## config.mk

```make
export PLATFORM = sky130hd
export DESIGN_NAME = hazard_forwarding_unit
export DESIGN_NICKNAME = d
export VERILOG_FILES = /design/src/rtl/hazard_forwarding_unit.sv
export SDC_FILE = /design/constraint.sdc
export NUM_CORES = 1
export LEC_CHECK = 0
export BUFFER_PORTS_ARGS = -buffer_cell sky130_fd_sc_hd__buf_2
export CAP_MARGIN = 20
export CORE_AREA = 10 10 102 104
export CTS_CLUSTER_SIZE = 28
export DETAILED_ROUTE_END_ITERATION = 10
export DIE_AREA = 0 0 112 114
export PLACE_DENSITY = 0.68
export RECOVER_POWER = 25
export REMOVE_ABC_BUFFERS = 1
export SLEW_MARGIN = 10
export SYNTH_ARGS = -nofsm -noshare
export SYNTH_HDL_FRONTEND = slang
export SYNTH_SLANG_ARGS = --single-unit
```

## constraint.sdc

```tcl
create_clock -name i_clk -period 3.1 [get_ports i_clk]
set_input_delay 0.31 -clock i_clk [delete_from_list [all_inputs] [get_ports i_clk]]
set_output_delay 0.31 -clock i_clk [all_outputs]
set_load 0.1 [all_outputs]
```

## src/rtl/hazard_forwarding_unit.sv

```systemverilog
// Operand forwarding from FWD_STAGES downstream stages plus a load-use stall FSM.
// Build with HAZARD_STATS_EN defined to get the stall/forward statistics counters.
`ifndef LOAD
`define LOAD 5'b00011
`endif

module hazard_forwarding_unit #(
   parameter int DATA_SIZE    = 32,
   parameter int FWD_STAGES   = 2,
   parameter int LOAD_LATENCY = 1
) (
   input  logic                            i_clk,
   input  logic                            i_rst_n,
   input  logic                            i_freeze,
   input  logic                            i_rd_valid,
   input  logic                            i_rd_use1,
   input  logic                            i_rd_use2,
   input  logic [15:0]                     i_rd_instr,
   input  logic [16*FWD_STAGES-1:0]        i_stage_instr,
   input  logic [FWD_STAGES-1:0]           i_stage_valid,
   input  logic [FWD_STAGES-1:0]           i_stage_wr_en,
   input  logic [DATA_SIZE*FWD_STAGES-1:0] i_stage_result,
   input  logic [DATA_SIZE-1:0]            i_operand1,
   input  logic [DATA_SIZE-1:0]            i_operand2,
   output logic [DATA_SIZE-1:0]            o_operand1,
   output logic [DATA_SIZE-1:0]            o_operand2,
   output logic                            o_stall,
   output logic                            o_bubble,
   output logic [15:0]                     o_stall_cnt,
   output logic [15:0]                     o_fwd_cnt,
   output logic                            o_dbg_state
);

   localparam logic [0:0] ST_IDLE  = 1'b0;
   localparam logic [0:0] ST_STALL = 1'b1;
   localparam logic [1:0] CNT_LOAD = 2'(LOAD_LATENCY - 1);

   if (FWD_STAGES < 2 || FWD_STAGES > 4 || LOAD_LATENCY < 1 || LOAD_LATENCY > 3 ||
       FWD_STAGES <= LOAD_LATENCY) begin : g_bad_cfg
      $error("hazard_forwarding_unit: illegal FWD_STAGES/LOAD_LATENCY combination");
   end

   logic [2:0]            src1, src2;
   logic [FWD_STAGES-1:0] hit1, hit2;
   logic                  detect;
   logic [0:0]            state_q, state_d;
   logic [1:0]            cnt_q, cnt_d;
   logic                  stall;
   logic                  unused_rd;

   assign src1      = i_rd_instr[7:5];
   assign src2      = i_rd_instr[4:2];
   assign unused_rd = ^{i_rd_instr[15:8], i_rd_instr[1:0]};

   // A LOAD is not a write source until it reaches stage LOAD_LATENCY.
   for (genvar k = 0; k < FWD_STAGES; k++) begin : g_stage
      localparam bit EARLY = (k < LOAD_LATENCY);
      logic [4:0] opc;
      logic [2:0] dst;
      logic       wr_src;
      logic       unused_lo;
      assign opc       = i_stage_instr[16*k+11 +: 5];
      assign dst       = i_stage_instr[16*k+8 +: 3];
      assign unused_lo = ^i_stage_instr[16*k +: 8];
      assign wr_src    = i_stage_valid[k] && i_stage_wr_en[k] && !(opc == `LOAD && EARLY);
      assign hit1[k]   = wr_src && (dst == src1);
      assign hit2[k]   = wr_src && (dst == src2);
   end

   // Scan from the oldest stage down so the youngest matching stage wins.
   always_comb begin
      o_operand1 = i_operand1;
      o_operand2 = i_operand2;
      for (int k = FWD_STAGES - 1; k >= 0; k--) begin
         if (i_rd_use1 && hit1[k]) o_operand1 = i_stage_result[DATA_SIZE*k +: DATA_SIZE];
         if (i_rd_use2 && hit2[k]) o_operand2 = i_stage_result[DATA_SIZE*k +: DATA_SIZE];
      end
   end

   assign detect = i_rd_valid && i_stage_valid[0] && i_stage_wr_en[0] &&
                   (i_stage_instr[15:11] == `LOAD) &&
                   ((i_rd_use1 && i_stage_instr[10:8] == src1) ||
                    (i_rd_use2 && i_stage_instr[10:8] == src2));

   always_comb begin
      state_d = state_q;
      cnt_d   = cnt_q;
      if (!i_freeze) begin
         case (state_q)
            ST_IDLE: begin
               if (detect && (LOAD_LATENCY > 1)) begin
                  state_d = ST_STALL;
                  cnt_d   = CNT_LOAD;
               end
            end
            ST_STALL: begin
               if (cnt_q <= 2'd1) begin
                  state_d = ST_IDLE;
                  cnt_d   = 2'd0;
               end else begin
                  cnt_d = cnt_q - 2'd1;
               end
            end
            default: begin
               state_d = ST_IDLE;
               cnt_d   = 2'd0;
            end
         endcase
      end
   end

   always_ff @(posedge i_clk or negedge i_rst_n) begin
      if (!i_rst_n) begin
         state_q <= ST_IDLE;
         cnt_q   <= 2'd0;
      end else begin
         state_q <= state_d;
         cnt_q   <= cnt_d;
      end
   end

   // Gated by reset so a held reset masks a combinational load-use hit.
   assign stall       = i_rst_n && (detect || state_q == ST_STALL);
   assign o_stall     = stall;
   assign o_bubble    = stall;
   assign o_dbg_state = state_q;

`ifdef HAZARD_STATS_EN
   logic        fwd_any;
   logic [15:0] stall_cnt_q, stall_cnt_d, fwd_cnt_q, fwd_cnt_d;

   assign fwd_any = (i_rd_use1 && |hit1) || (i_rd_use2 && |hit2);

   always_comb begin
      stall_cnt_d = stall_cnt_q;
      fwd_cnt_d   = fwd_cnt_q;
      if (stall && stall_cnt_q != 16'hFFFF) stall_cnt_d = stall_cnt_q + 16'd1;
      if (!stall && fwd_any && fwd_cnt_q != 16'hFFFF) fwd_cnt_d = fwd_cnt_q + 16'd1;
   end

   always_ff @(posedge i_clk or negedge i_rst_n) begin
      if (!i_rst_n) begin
         stall_cnt_q <= 16'd0;
         fwd_cnt_q   <= 16'd0;
      end else begin
         stall_cnt_q <= stall_cnt_d;
         fwd_cnt_q   <= fwd_cnt_d;
      end
   end

   assign o_stall_cnt = stall_cnt_q;
   assign o_fwd_cnt   = fwd_cnt_q;
`else
   assign o_stall_cnt = 16'd0;
   assign o_fwd_cnt   = 16'd0;
`endif

endmodule
```

Yosys cells after proc, flatten, opt, wreduce, memory -nomap -nowiden
Cells that the tools add are included.

word-level totals
  output and inout port bits = 99
  flip-flop bits (word level) = 3
  input port bits = 186
  word-level logic and storage cells = 39

cells by class
  add/subtract/negate cells = 1
  muxes and demuxes = 7
  bitwise gates (word level) = 1
  $lt $le $gt $ge = 1
  eq/ne operators = 5
  reduce and logical (&&, ||, !) cells = 22

operator list
  operator               number
  $mux W32               4
  $logic_and A1 B1 Y1    18
  $eq A3 B3 Y1           4
  $eq A5 B2 Y1 const B   1
  $le A2 B1 Y1 const B   1
  $logic_or A1 B1 Y1     2
  $mux W1                2
  $mux W2                1
  $reduce_and A2 Y1      1
  $sub A2 B1 Y2 const B  1
  $logic_not A1 Y1       1
  $not A1 Y1             1

Logic depth before layout (Yosys ltp)
Gate-level depths: netlist of the first run.

  depth after elaboration = 6
  gate-level depth with buffers = 5
  mapped depth without buffers = 4

Least setup slack after synthesis of the first run
No wires, ideal clock.

  path type = reg2out
  start = register state_q, in the netlist o_dbg_state
  end = output port o_stall
  stages on the path, launching flop included = 4
  data required time = 2.790 ns
  data arrival time = 3.877 ns
  path buffers = 1
  setup slack = -1.087 ns
  path through = dfrtp_1 inv_1 a21boi_0 buf_4

between the ends
  cells in the longest elaborated chain, start to end = 2

ends and longest elaborated chain
  what                      line  RTL
  start: declaration        46    logic [0:0] state_q, state_d;
  start signal: assignment  117   state_q <= state_d;
  $logic_or A1 B1 Y1        123   assign stall = i_rst_n && (detect || state_q == ST_STALL);
  $logic_and A1 B1 Y1       123
  end: declaration          27    output logic o_stall,

No other way between the ends.

Worst setup path after layout of the first run
  start = input port i_stage_instr[26]
  end = output port o_operand1[28]

between the ends
  cells in the longest elaborated chain, start to end = 5

ends and longest elaborated chain
  what                    line  RTL
  start: declaration      19    input logic [16*FWD_STAGES-1:0] i_stage_instr,
  $eq A3 B3 Y1            66    assign hit1[k] = wr_src && (dst == src1);
  $logic_and A1 B1 Y1     66
  $logic_and A1 B1 Y1     75    if (i_rd_use1 && hit1[k]) o_operand1 = i_stage_result[DATA_SIZE*k +: DATA_SIZE];
  $mux W32 (2 in series)  75
  end: declaration        25    output logic [DATA_SIZE-1:0] o_operand1,

No other way between the ends.

==> results of run 1 <==
-- critical path, cell delays in order --
cell	delay (ns)
sky130_fd_sc_hd__buf_2	0.11
sky130_fd_sc_hd__xor2_1	0.18
sky130_fd_sc_hd__nor4_4	0.31
sky130_fd_sc_hd__clkbuf_2	0.45
sky130_fd_sc_hd__mux2_2	0.38
sky130_fd_sc_hd__mux2_2	0.27
sky130_fd_sc_hd__clkbuf_2	0.37
-- cells in the mapped netlist --
| cell | number |
|---|---|
| sky130_fd_sc_hd__mux2_2 | 117 |
| sky130_fd_sc_hd__buf_6 | 3 |
| sky130_fd_sc_hd__and3_1 | 1 |
| sky130_fd_sc_hd__nand2_1 | 6 |
| sky130_fd_sc_hd__nand2b_1 | 1 |
| sky130_fd_sc_hd__o2111ai_1 | 1 |
| sky130_fd_sc_hd__mux2_1 | 11 |
| sky130_fd_sc_hd__nor2_1 | 3 |
| sky130_fd_sc_hd__dfrtp_1 | 3 |
| sky130_fd_sc_hd__a21oi_1 | 1 |
| sky130_fd_sc_hd__nor4_4 | 2 |
| sky130_fd_sc_hd__conb_1 | 1 |
| sky130_fd_sc_hd__and4_1 | 2 |
| sky130_fd_sc_hd__inv_1 | 1 |
| sky130_fd_sc_hd__buf_4 | 36 |
| sky130_fd_sc_hd__xor2_1 | 6 |
| sky130_fd_sc_hd__buf_2 | 6 |
| sky130_fd_sc_hd__nor4b_1 | 1 |
| sky130_fd_sc_hd__nand3_1 | 2 |
| sky130_fd_sc_hd__xnor2_1 | 6 |
| sky130_fd_sc_hd__a21boi_0 | 1 |
| sky130_fd_sc_hd__nor2b_1 | 1 |
-- area by class of cell --
cell class | instances | area, µm² | share of cell area (%)
tap | 108 | 135.1 | 3.294
clock buffer | 4 | 45.04 | 1.098
sequential | 3 | 75.07 | 1.830
timing repair buffer | 230 | 2024 | 49.34
inverter | 1 | 3.754 | 0.09149
multi-input combinational | 194 | 1819 | 44.34
-- sequential cells by signal, summed over array words and instances (netlist names) --
name and cells:
cnt_q 2, o_dbg_state 1
-- where the power goes --
part | internal, mW | switching [mW] | leakage (nW) | total [mW]
Sequential | 0.0394 | 0.0000000000000000242 | 0.0419 | 0.0394
Combinational | 0.354 | 0.734 | 1.91 | 1.09
Clock | 0.0878 | 0.0268 | 0.0228 | 0.115
-- logic make-up after synthesis --
logic type	share of synthesized area [%]
multiplexers	68.13
buffers and inverters	15.97
other	0.1772
flip-flops	3.548
AND/OR/NAND/NOR	6.210
XOR/XNOR	4.967
AO/OA/AOI/OAI	1.005
-- worst max-delay path by stage --
stage | start | end | slack [ns] | cells past startpoint
finish | i_stage_instr[26] | o_operand1[28] | 0.39 | 7
global route | i_stage_instr[26] | o_operand1[30] | 0.32 | 7
CTS | i_rd_instr[2] | o_operand2[16] | 0.68 | 7
detailed placement | i_stage_instr[26] | o_operand1[22] | 0.67 | 7
global placement | i_stage_instr[26] | o_operand1[16] | 0.68 | 7
floorplan | o_dbg_state | o_bubble | -2.53 | 2
-- layer usage --
layer	GRT usage, %	share of wire, %
met1	12.75	31
met2	29.84	58
met3	5.617	9.6
met4	2.623	1.1
met5	0	0
-- stage by stage --
stage	power, mW	util, %	instances	TNS, ns	hold WS (ns)
floorplan	0.7528	-	198	-5.058	0.01441
global placement	1.136	49.14	535	0	0.1100
detailed placement	1.151	49.14	535	0	0.1173
CTS	1.270	49.79	540	0	0.3376
global route	1.283	48.46	540	0	0.3512
finish	1.241	48.46	540	0	0.3404
==> impl_results.rst, run 1 <==
.. list-table::
   :header-rows: 1

   * - Metric
     - Value
   * - Endpoints failing setup
     - 0
   * - Worst r2r dst
     - cnt_q[0]
   * - Number of buffers inserted to repair setup after CTS
     - 0
   * - Via count of the first global-routing pass
     - 2,932
   * - Total via count in the routed design
     - 2,408
   * - Total of flip-flops plus latches after synthesis
     - 3
   * - Number of maximum-capacitance violations
     - 0
   * - Cell count of the worst reg-to-reg path
     - 4
   * - Total overflow reported by the global router
     - 0
   * - Highest net fanout along the worst path
     - 16
   * - Hold-fix buffer count after cts
     - 1
   * - Chip Height
     - 114 µm
   * - Cells on Worst Hold Path
     - 3
   * - Post-DRT Antenna Nets
     - 0
   * - Total global-route track usage
     - 14.40%
   * - Fill cell total of the finished layout
     - 805
   * - Starting Density
     - 24.99%
   * - Post-detail-place hpwl
     - 9268 µm
   * - Deepest level of the CTS H-tree
     - 1
   * - Top achievable clock speed
     - 0.3690 GHz
   * - Number of diodes
     - 0
   * - Via density per instance
     - 4.459
   * - Startpoint of the tightest hold check path
     - i_freeze
   * - Library cells used by synthesis
     - 22
   * - Leading area contributor after synthesis
     - sky130_fd_sc_hd__mux2_2
   * - Routability Congestion
     - 0.7845
   * - HP Class
     - input pin to flop
   * - Number of CTS-inserted buffers
     - 3
   * - Power density cells
     - 302.6 nW/µm²
   * - Sink count of the clock tree
     - 3
   * - Total Wirelength
     - 10,300 µm
   * - Number of nets in the layout
     - 619
   * - Arrival time of the worst setup path
     - 2.40 ns
   * - Routed length per instance
     - 19.08 µm
   * - Unrepaired setup endpoints after global routing
     - no
   * - Clk_skew
     - 0.002068 ns
   * - First-pass iteration count of the detailed router
     - 4
   * - Horizontal extent of the die
     - 112 µm
   * - Area of the die
     - 12,770 µm²
   * - Core ar.
     - 8466 µm²
   * - Kind of launch point of the worst setup path
     - input pin
   * - Worst setup EP type
     - output port
   * - Static leakage power
     - 1.974 nW
   * - Largest net degree at the start of global routing
     - 17
   * - Most common library cell in the layout ignoring fill and taps
     - sky130_fd_sc_hd__buf_2
   * - Area share of the largest cell type after synthesis
     - 62.27%
   * - Number of antenna violations at the first check in global routing
     - 0
   * - Post_cts resized
     - 0
   * - Initial DRC Count
     - 45
   * - Area growth, synth to finish
     - 93.91%
   * - Post-route clock period utilization
     - 87.41%
   * - Maximum number of buffers from clock root to sink
     - 2
   * - Source of the worst register-to-register timing path
     - o_dbg_state
   * - Transition time at the pin with the least slew margin
     - 1.174 ns
   * - Fraction of the yosys area taken by sequential cells
     - 3.548%
   * - Clock insertion delay at the later pin of the skew report
     - 0.22 ns
   * - Wire length of the first global-routing pass
     - 15,270 µm
   * - Worst setup slack for register-to-register paths
     - 2.33 ns
   * - Placement-stage cell area
     - 4160 µm²
   * - Data required, critical path
     - 2.79 ns
   * - Relative slew slack
     - 22.08%
   * - Final cell area excluding filler cells
     - 4103 µm²
   * - Min Tclk post-route
     - 2.710 ns
   * - TritonCTS clock tree
     - yes
   * - Mapped Avg Cell Area
     - 9.980 µm²
   * - Worst-case hold path end point
     - o_dbg_state
   * - Setup slack after layout
     - 0.3902 ns
   * - Fraction of final layout cells with drive strength greater than 1
     - 80.32%
   * - Number of core rows
     - 34
   * - CP Class
     - input pin to output port
   * - Post-place setup slack
     - 0.6746 ns
   * - Total count of hold-check failures in the final report
     - 0
   * - Count of buffers from port buffering
     - 221
   * - Ys Warns
     - 0
   * - Highest ir drop seen on vdd
     - 0.2118 mV
   * - Clock transition at the registers of the reported paths
     - 0.03 ns
   * - Ports
     - 285
   * - Status
     - complete, no violations
   * - DRC violation count after routing
     - 0
   * - Area of the mapped netlist
     - 2116 µm²
   * - Max-slew violation count
     - 0
   * - Cell types occupying the most area after synthesis
     - sky130_fd_sc_hd__mux2_2 (62%), sky130_fd_sc_hd__buf_4 (13%), sky130_fd_sc_hd__mux2_1 (5.9%)
   * - Cells after Synth
     - 212
   * - CTS root buf
     - sky130_fd_sc_hd__clkbuf_8
   * - Commonest non-fill, non-tap cells in the layout
     - sky130_fd_sc_hd__buf_2 (153), sky130_fd_sc_hd__mux2_2 (117), sky130_fd_sc_hd__buf_12 (57)
No activity file was read; power rests on OpenSTA's default activity.
==> run 2: changes to the inputs <==
--- a/config.mk
+++ b/config.mk
@@ -7,11 +7,14 @@
 export LEC_CHECK = 0
 export BUFFER_PORTS_ARGS = -buffer_cell sky130_fd_sc_hd__buf_2
 export CAP_MARGIN = 20
-export CORE_AREA = 10 10 102 104
-export CTS_CLUSTER_SIZE = 28
+export CELL_PAD_IN_SITES_DETAIL_PLACEMENT = 2
+export CELL_PAD_IN_SITES_GLOBAL_PLACEMENT = 2
+export CORE_ASPECT_RATIO = 1.2
+export CORE_MARGIN = 10
+export CORE_UTILIZATION = 16
+export CTS_CLUSTER_SIZE = 24
 export DETAILED_ROUTE_END_ITERATION = 10
-export DIE_AREA = 0 0 112 114
-export PLACE_DENSITY = 0.68
+export PLACE_DENSITY_LB_ADDON = 0.1
 export RECOVER_POWER = 25
 export REMOVE_ABC_BUFFERS = 1
 export SLEW_MARGIN = 10
==> run 2 against run 1 <==
Against the previous run: core utilization decreased by 21 points; non-clock buffer count unchanged; clock power increased by 76%; largest power group unchanged; highest routed layer is now met5.
==> impl_results.rst, run 2 (synthesis gave the netlist of run 1 again) <==
.. list-table::
   :header-rows: 1

   * - Metric
     - Value
   * - Status
     - complete, no violations
   * - Top achievable clock speed
     - 0.3617 GHz
   * - Biggest register
     - cnt_q
   * - Starting Density
     - 16.55%
   * - Commonest non-fill, non-tap cells in the layout
     - sky130_fd_sc_hd__buf_2 (203), sky130_fd_sc_hd__mux2_2 (117), sky130_fd_sc_hd__conb_1 (32)
   * - Highest ir drop seen on vdd
     - 0.1124 mV
   * - Busiest grt layer
     - met2
   * - Area growth, synth to finish
     - 64.52%
   * - Static leakage power
     - 1.726 nW
   * - Fraction of final layout cells with drive strength greater than 1
     - 80.79%
   * - Min Tclk post-route
     - 2.764 ns
   * - Number of diodes
     - 0
   * - Via density per instance
     - 4.116
   * - Post-route clock period utilization
     - 89.18%
   * - Timing startpoint of the critical path
     - i_stage_instr[26]
   * - Total Power Consumption
     - 1.167 mW
   * - Largest net degree at the start of global routing
     - 24
   * - Startpoint of the tightest hold check path
     - i_freeze
   * - Horizontal extent of the die
     - 125.0 µm
   * - Relative slew slack
     - 20.58%
   * - Cells along the critical path
     - buf_2 -> xor2_1 -> nor4_4 -> clkbuf_2 -> mux2_2 -> mux2_2 -> clkbuf_4
   * - Arrival time of the worst setup path
     - 2.45 ns
   * - End-of-flow core utilization
     - 27.23%
   * - Total global-route track usage
     - 12.74%
   * - Number of nets in the layout
     - 619
   * - DRC violation count after routing
     - 0
   * - Power density cells
     - 335.2 nW/µm²
   * - Number of flip-flops under the largest register name
     - 2
   * - Number of CTS-inserted buffers
     - 3
   * - Number of core rows
     - 45
   * - Slowest stage cell on the critical path
     - sky130_fd_sc_hd__clkbuf_2
   * - Total overflow reported by the global router
     - 0
   * - Count of buffers from port buffering
     - 221
   * - Via count of the first global-routing pass
     - 2,836
   * - CP Class
     - input pin to output port
   * - Total count of hold-check failures in the final report
     - 0
   * - GR met1 Demand/Resource
     - 14.09%
   * - Clock insertion delay at the later pin of the skew report
     - 0.22 ns
   * - Final cell area excluding filler cells
     - 3481 µm²
   * - Sink count of the clock tree
     - 3
   * - Max-slew violation count
     - 0
   * - Source of the worst register-to-register timing path
     - o_dbg_state
   * - Post-DRT Antenna Nets
     - 0
   * - CTS root buf
     - sky130_fd_sc_hd__clkbuf_16
   * - Hold-fix buffer count after cts
     - 1
   * - First-pass iteration count of the detailed router
     - 3
   * - Data required, critical path
     - 2.79 ns
   * - Maximum number of buffers from clock root to sink
     - 2
   * - Initial DRC Count
     - 32
   * - Placement-stage cell area
     - 3437 µm²
   * - Endpoints failing setup
     - 0
   * - Most used cell, CP
     - sky130_fd_sc_hd__mux2_2
   * - Deepest level of the CTS H-tree
     - 1
   * - Unrepaired setup endpoints after global routing
     - no
   * - Clk_skew
     - 0.0001259 ns
   * - Number of maximum-capacitance violations
     - 0
   * - Clock transition at the registers of the reported paths
     - 0.03 ns
   * - Max incr delay on CP
     - 0.56 ns
   * - Highest net fanout along the worst path
     - 22
   * - Routability Congestion
     - 0.7743
   * - Multi-input combinational cell area
     - 1824 µm²
   * - Register Area
     - 75.07 µm²
   * - Post-detail-place hpwl
     - 11,090 µm
   * - Number of buffers inserted to repair setup after CTS
     - 0
   * - Worst Path Buf+Inv
     - 3
   * - Largest delay contributor family on the critical path
     - buffers and inverters
   * - HP Class
     - input pin to flop
   * - Number of antenna violations at the first check in global routing
     - 1
   * - Transition time at the pin with the least slew margin
     - 1.196 ns
   * - Ports
     - 285
   * - Core ar.
     - 12,780 µm²
   * - Routed length per instance
     - 20.75 µm
   * - Area of the die
     - 18,240 µm²
   * - Most common library cell in the layout ignoring fill and taps
     - sky130_fd_sc_hd__buf_2
   * - TritonCTS clock tree
     - yes
   * - Total via count in the routed design
     - 2,453
   * - Met3 global-route usage
     - 5.204%
   * - Post_cts resized
     - 0
   * - Chip Height
     - 146.0 µm
   * - Worst setup EP type
     - output port
   * - Total Wirelength
     - 12,370 µm
   * - Fill cell total of the finished layout
     - 1,498
   * - Kind of launch point of the worst setup path
     - input pin
   * - Wire length of the first global-routing pass
     - 18,540 µm
   * - Global-route track usage on met2
     - 22.67%
run 2: worst min-delay path, stage by stage:
cell and delay, ns:
sky130_fd_sc_hd__buf_2 0.09, sky130_fd_sc_hd__nor2_1 0.04, sky130_fd_sc_hd__nor2_1 0.08
run 2: final cells by class:
cell class                      count  share of cell area, %
Sequential cell                     3                  2.157
Clock buffer                        4                  2.265
Multi-Input combinational cell    194                  52.41
Timing Repair Buffer              230                  37.17
Tap cell                          164                  5.895
Inverter                            1                 0.1078
run 2: path summary, 6_finish.rpt:
kind / cells after the start / slack (ns) / endpoint
hold / removal: 3 / 0.33 / o_dbg_state
hold reg to reg: 2 / 0.48 / cnt_q[0]
setup reg to reg: 4 / 2.33 / cnt_q[0]
setup / recovery: 7 / 0.34 / o_operand1[4]
max in group asynchronous: 2 / 2.42 / cnt_q[0]
min in group asynchronous: 2 / 0.48 / o_dbg_state
run 2: through the flow:
| step | hold slack [ns] | setup TNS (ns) | setup slack (ns) | instances |
|---|---|---|---|---|
| 5_1_grt | 0.3727 | 0 | 0.1795 | 596 |
| 3_3_place_gp | 0.1265 | 0 | 0.4585 | 591 |
| 2_1_floorplan | 0.01441 | -5.058 | -2.529 | 198 |
| 3_5_place_dp | 0.1276 | 0 | 0.5089 | 591 |
| 4_1_cts | 0.3341 | 0 | 0.5079 | 596 |
| 6_report | 0.3337 | 0 | 0.3355 | 596 |
run 2: report_power, final:
group / internal, mW / total [mW] / switching (mW)
Sequential: 0.0395 / 0.0395 / 0.0000000000000000245
Combinational: 0.217 / 0.925 / 0.708
Clock: 0.169 / 0.202 / 0.0327
Total: 0.426 / 1.17 / 0.740
run 2: metal layers:
layer  routed length, µm  up-vias
li1                    -     1148
met1                4899     1141
met2                6172      156
met3                1210        6
met4                  73        2
met5                  10        -
